[config.mk]
export PLATFORM = sky130hd
export DESIGN_NAME = c499_key_sequencer
export DESIGN_NICKNAME = d
export VERILOG_FILES = /design/src/rtl/c499_key_sequencer.sv
export SDC_FILE = /design/constraint.sdc
export NUM_CORES = 1
export LEC_CHECK = 0
export ABC_AREA = 1
export BUFFER_PORTS_ARGS = -buffer_cell sky130_fd_sc_hd__buf_2
export CORE_ASPECT_RATIO = 1.75
export CORE_MARGIN = 2
export CORE_UTILIZATION = 43
export DETAILED_ROUTE_END_ITERATION = 10
export GPL_ROUTABILITY_DRIVEN = 0
export PLACE_DENSITY = 0.84
export REMOVE_ABC_BUFFERS = 1
export SLEW_MARGIN = 5
export SYNTH_ARGS = -nofsm -noshare
export SYNTH_HDL_FRONTEND = slang
export SYNTH_SLANG_ARGS = --single-unit
[constraint.sdc]
create_clock -name clk -period 3.7 [get_ports clk]
set_input_delay 0.555 -clock clk [delete_from_list [all_inputs] [get_ports clk]]
set_output_delay 0.555 -clock clk [all_outputs]
set_load 0.02 [all_outputs]
[src/rtl/c499_key_sequencer.sv]
// Sequencer for the key-locked c499 SEC core: serial key load, then one
// (data, check) word at a time through the core with a settle interval.
module c499_key_sequencer #(
    parameter int KEY_W  = 32,
    parameter int SETTLE = 2
) (
    input  logic             clk,
    input  logic             rst,
    input  logic             key_load_start,
    input  logic             key_bit,
    input  logic             key_bit_valid,
    output logic             key_ready,
    output logic [KEY_W-1:0] key_out,
    input  logic             req_valid,
    output logic             req_ready,
    input  logic [31:0]      req_data,
    input  logic [7:0]       req_check,
    output logic [31:0]      core_data,
    output logic [7:0]       core_check,
    output logic             core_en,
    input  logic [31:0]      core_corr,
    output logic             rsp_valid,
    input  logic             rsp_ready,
    output logic [31:0]      rsp_data,
    output logic             busy
);

    localparam int IW = (KEY_W > 1) ? $clog2(KEY_W) : 1;
    localparam int CW = $clog2(KEY_W + 1);
    localparam int SW = (SETTLE > 1) ? $clog2(SETTLE) : 1;

    typedef enum logic [2:0] {
        IDLE,
        LOAD,
        READY,
        APPLY,
        RESP
    } state_t;

    state_t           state_q, state_d;
    logic [KEY_W-1:0] key_q, key_d;
    logic [CW-1:0]    cnt_q, cnt_d;
    logic [SW-1:0]    settle_q, settle_d;
    logic             key_ready_q, key_ready_d;
    logic [31:0]      core_data_q, core_data_d;
    logic [7:0]       core_check_q, core_check_d;
    logic             core_en_q, core_en_d;
    logic             rsp_valid_q, rsp_valid_d;
    logic [31:0]      rsp_data_q, rsp_data_d;

    always_comb begin
        state_d      = state_q;
        key_d        = key_q;
        cnt_d        = cnt_q;
        settle_d     = settle_q;
        key_ready_d  = key_ready_q;
        core_data_d  = core_data_q;
        core_check_d = core_check_q;
        core_en_d    = core_en_q;
        rsp_valid_d  = rsp_valid_q;
        rsp_data_d   = rsp_data_q;

        // A load start aborts anything in flight and wins over key_bit_valid
        if (key_load_start) begin
            state_d     = LOAD;
            key_d       = '0;
            cnt_d       = '0;
            key_ready_d = 1'b0;
            core_en_d   = 1'b0;
            rsp_valid_d = 1'b0;
        end else begin
            unique case (state_q)
                LOAD: begin
                    if (key_bit_valid) begin
                        key_d[cnt_q[IW-1:0]] = key_bit;
                        cnt_d = cnt_q + 1'b1;
                        if (cnt_q == CW'(KEY_W - 1)) begin
                            state_d     = READY;
                            key_ready_d = 1'b1;
                        end
                    end
                end
                READY: begin
                    if (req_valid) begin
                        core_data_d  = req_data;
                        core_check_d = req_check;
                        core_en_d    = 1'b1;
                        settle_d     = SW'(SETTLE - 1);
                        state_d      = APPLY;
                    end
                end
                APPLY: begin
                    if (settle_q == '0) begin
                        rsp_data_d  = core_corr;
                        rsp_valid_d = 1'b1;
                        core_en_d   = 1'b0;
                        state_d     = RESP;
                    end else begin
                        settle_d = settle_q - 1'b1;
                    end
                end
                RESP: begin
                    if (rsp_ready) begin
                        rsp_valid_d = 1'b0;
                        state_d     = READY;
                    end
                end
                default: ;
            endcase
        end
    end

    always_ff @(posedge clk or posedge rst) begin
        if (rst) begin
            state_q      <= IDLE;
            key_q        <= '0;
            cnt_q        <= '0;
            settle_q     <= '0;
            key_ready_q  <= 1'b0;
            core_data_q  <= '0;
            core_check_q <= '0;
            core_en_q    <= 1'b0;
            rsp_valid_q  <= 1'b0;
            rsp_data_q   <= '0;
        end else begin
            state_q      <= state_d;
            key_q        <= key_d;
            cnt_q        <= cnt_d;
            settle_q     <= settle_d;
            key_ready_q  <= key_ready_d;
            core_data_q  <= core_data_d;
            core_check_q <= core_check_d;
            core_en_q    <= core_en_d;
            rsp_valid_q  <= rsp_valid_d;
            rsp_data_q   <= rsp_data_d;
        end
    end

    assign key_ready  = key_ready_q;
    assign key_out    = key_q;
    assign core_data  = core_data_q;
    assign core_check = core_check_q;
    assign core_en    = core_en_q;
    assign rsp_valid  = rsp_valid_q;
    assign rsp_data   = rsp_data_q;
    assign req_ready  = (state_q == READY);
    assign busy       = (state_q == LOAD) || (state_q == APPLY) ||
                        (state_q == RESP);

endmodule
==> metrics.md <==
| Metric | Value |
|---|---|
| Status | `finished, final reports clean` |
| Row count | `53` |
| Hold Crit Class | `in -> async` |
| P_leak | `3.92 nW` |
| Final Worst Setup Slack | `1.41 ns` |
| Crit path time final | `2.29 ns` |
| Antenna viol nets, final | `0` |
| Fill count | `1091` |
| Arrival time at the worst endpoint | `2.56 ns` |
| Setup violators final | `0` |
| Synth Instances | `642` |
| DIE HEIGHT | `151 µm` |
| Fmax achieved | `between 400 and 500 MHz` |
| Layout cell share with drive strength beyond 1 | `28.8%` |
| Slew HR | `between 50 and 60%` |
| DIE AREA | `around 0.013 mm²` |
| Fin crit share | `slightly above 60%` |
| Post-synthesis mux area share | `0%` |
| Top cells by area, synth | `dfrtp_1 55%, nand2_1 16%, nand3_1 11%` |
| Pre-CTS setup slack | `1.36 ns` |
| Post-synth cell types | `25` |
| CTS resizes | `0` |
| Total length of routed wires | `13900 µm` |
| Reg2Reg Setup Slack | `1.41 ns` |
| Vias | `4862` |
| Diode count | `0` |
| I/O Pins | `188` |
| Clock slew at reported path FFs | `0.05 ns` |
| Port Buffers | `187` |
| TritonCTS buffer count | `17` |
| Number of flops mapped to enable cells by yosys | `0` |
| Crit path launch type | `register` |
| First-pass GRT wire length | `22300 µm` |
| Cell Area, Placed | `0.00632 mm²` |
| Total negative setup slack | `0 ns` |
| GRT Overall Usage | `21.7%` |
| Ys flop type | `dfrtp_1` |
| Commonest cells post-synth | `229 x nand2_1, 117 x dfrtp_1, 115 x nand3_1` |
| Clk root buf | `clkbuf_16` |
| Initial Util | `44.1%` |
| Post-DR wirelength/cell | `about 14 µm` |
| Simple-gate share of the synthesized area | `a little under a third` |
| Hold Buf Count CTS | `0` |
| Worst VDD drop | `0.501 mV` |
| Top-count cell post-synth | `nand2_1` |
| Area of the multi-input gates | `around 0.002 mm²` |
| Synth Register Bits | `117` |
| Worst Tran Pin Value | `0.729 ns` |
| Clk Latency, worst-skew pair | `0.39 ns` |
| Synthesis warning total | `0` |
| Critical path type | `reg -> reg` |
| Chip width | `87.9 µm` |
| RSZ-0062 raised after global routing | `false` |
| Clk_skew | `0.00857 ns` |
| Congestion Overflow GR | `0` |
| CTS HTree Levels | `4` |
| Post-CTS setup buffers | `0` |
| R2r startpoint | `settle_q` |
| Avg Inst Size Synth | `8.25 µm²` |
| PwrDens | `789 mW/mm²` |
| Worst r2r dst | `core_data[5]` |
| Asr flop ratio synth | `100%` |
| Max-slew violations | `0` |
| Mean number of vias per cell | `4.88` |
| Worst reg2reg path depth | `9` |
| Finished Cell Area | `0.00688 mm²` |
| FF/Latch Area | `0.00293 mm²` |
| Antenna violations before repair | `0` |
| Crit end category | `register` |
| Post-synthesis adder-cell area fraction | `0.945%` |
| Post-synthesis compound-gate area fraction | `5.06%` |
| Largest family of logic cells by synthesized area | `simple AND/OR/NAND/NOR gates` |
| Area share of xor/xnor cells in the synthesized design | `0%` |
| Vias in the first global route | `approximately 4700` |
| Clock Sinks | `roughly 120` |
| Worst-path maximum fanout | `42` |
| Clock buffer depth | `2` |
| Synth-to-Final Area Change | `30.0%` |
| CTS tree | `built` |
| Mapped Area | `0.00529 mm²` |
| DR iter-0 viols | `about 280` |
| Largest net degree at the start of global routing | `61` |
| Residual DRC | `0` |
| Worst EP required | `3.97 ns` |
| HPWL Detailed | `10000 µm` |
| Core Footprint | `0.0120 mm²` |
| Max Cap Violations | `0` |
| Synth area leader | `dfrtp_1` |
| Final hold vios | `0` |
| Layout Nets | `~910` |
| Yosys top cell area share | `55.3%` |
| Register area share after synthesis | `55.3%` |
| Initial DRT Pass Iterations | `5` |
## worst max path at each step
stage / start / endpoint / slack, ns / cells past startpoint
floorplan: rst / cnt_q[0] / 0.04 / 1
global placement: settle_q / core_check[7] / 1.45 / 9
detailed placement: settle_q / core_check[7] / 1.36 / 9
finish: settle_q / core_data[5] / 1.41 / 9
CTS: settle_q / core_data[5] / 1.36 / 9
global route: settle_q / core_check[7] / 1.11 / 9
## critical path, stage by stage, from the launching register on
cell and delay, ns:
dfrtp_1 0.37, inv_2 0.44, nor2_1 0.08, nand2_1 0.11, nand2_1 0.12, nor2_4 0.09
buf_4 0.37, nand2_4 0.35, nand2_1 0.17, nand2_1 0.06
## cell type report
| class | count | share of cell area [%] |
|---|---|---|
| well taps | 165 | 3.00 |
| clock buffers | 23 | 7.09 |
| flip-flops and latches | 117 | 42.5 |
| clock inverters | 5 | 1.09 |
| multi-input cells | 437 | 28.8 |
| repair buffers | 192 | 14.3 |
| inverters | 57 | 3.15 |
## flip-flops by register name, indices dropped and copies added (netlist names)
signal / cells
core_data: 32
key_out: 32
rsp_data: 32
core_check: 8
cnt_q: 6
state_q: 3
core_en: 1
key_ready: 1
rsp_valid: 1
settle_q: 1
## through the flow
stage	utilization (%)	cells	power [mW]	hold WS, ns
after global placement	52.6	968	3.85	0.449
after CTS	57.3	996	5.49	0.306
after detailed placement	52.6	968	3.90	0.453
after global routing	57.3	996	5.78	0.322
final	57.3	996	5.43	0.271
after floorplan	-	611	3.15	0.504
## power by group
group          total, mW  leakage (nW)  switching, mW  internal (mW)
clock network       1.57         0.281          0.524           1.04
logic               1.93          2.12           1.36          0.574
registers           1.94          1.52          0.238           1.70
total               5.43          3.92           2.12           3.31
## layout by cell type (no fill, tap or decap), drive strengths merged, types with 3 or more instances in the layout
| master | instances |
|---|---|
| a21oi | 13 |
| nand3 | 116 |
| ha | 4 |
| buf | 192 |
| inv | 57 |
| dfrtp | 117 |
| nand2 | 231 |
| clkbuf | 23 |
| o21ai | 37 |
| nor2 | 29 |
| clkinv | 3 |
| nor3 | 3 |
## cells by family after synthesis
| kind of cell | count (synthesis) |
|---|---|
| AO/OA/AOI/OAI | 52 |
| AND/OR/NAND/NOR | 381 |
| buffers and inverters | 88 |
| flip-flops | 117 |
| adder cells (fa/ha/maj) | 4 |
## layer usage
| layer | track usage, % | vias to the layer above | share of wire, % |
|---|---|---|---|
| met5 | 0 | - | 0 |
| met4 | 13.7 | 0 | 4.8 |
| met3 | 4.52 | 44 | 4.2 |
| met2 | 37.6 | 177 | 55 |
| met1 | 23.5 | 2238 | 36 |
| li1 | - | 2403 | - |
Note: power is estimated with default switching activity, not from simulation.
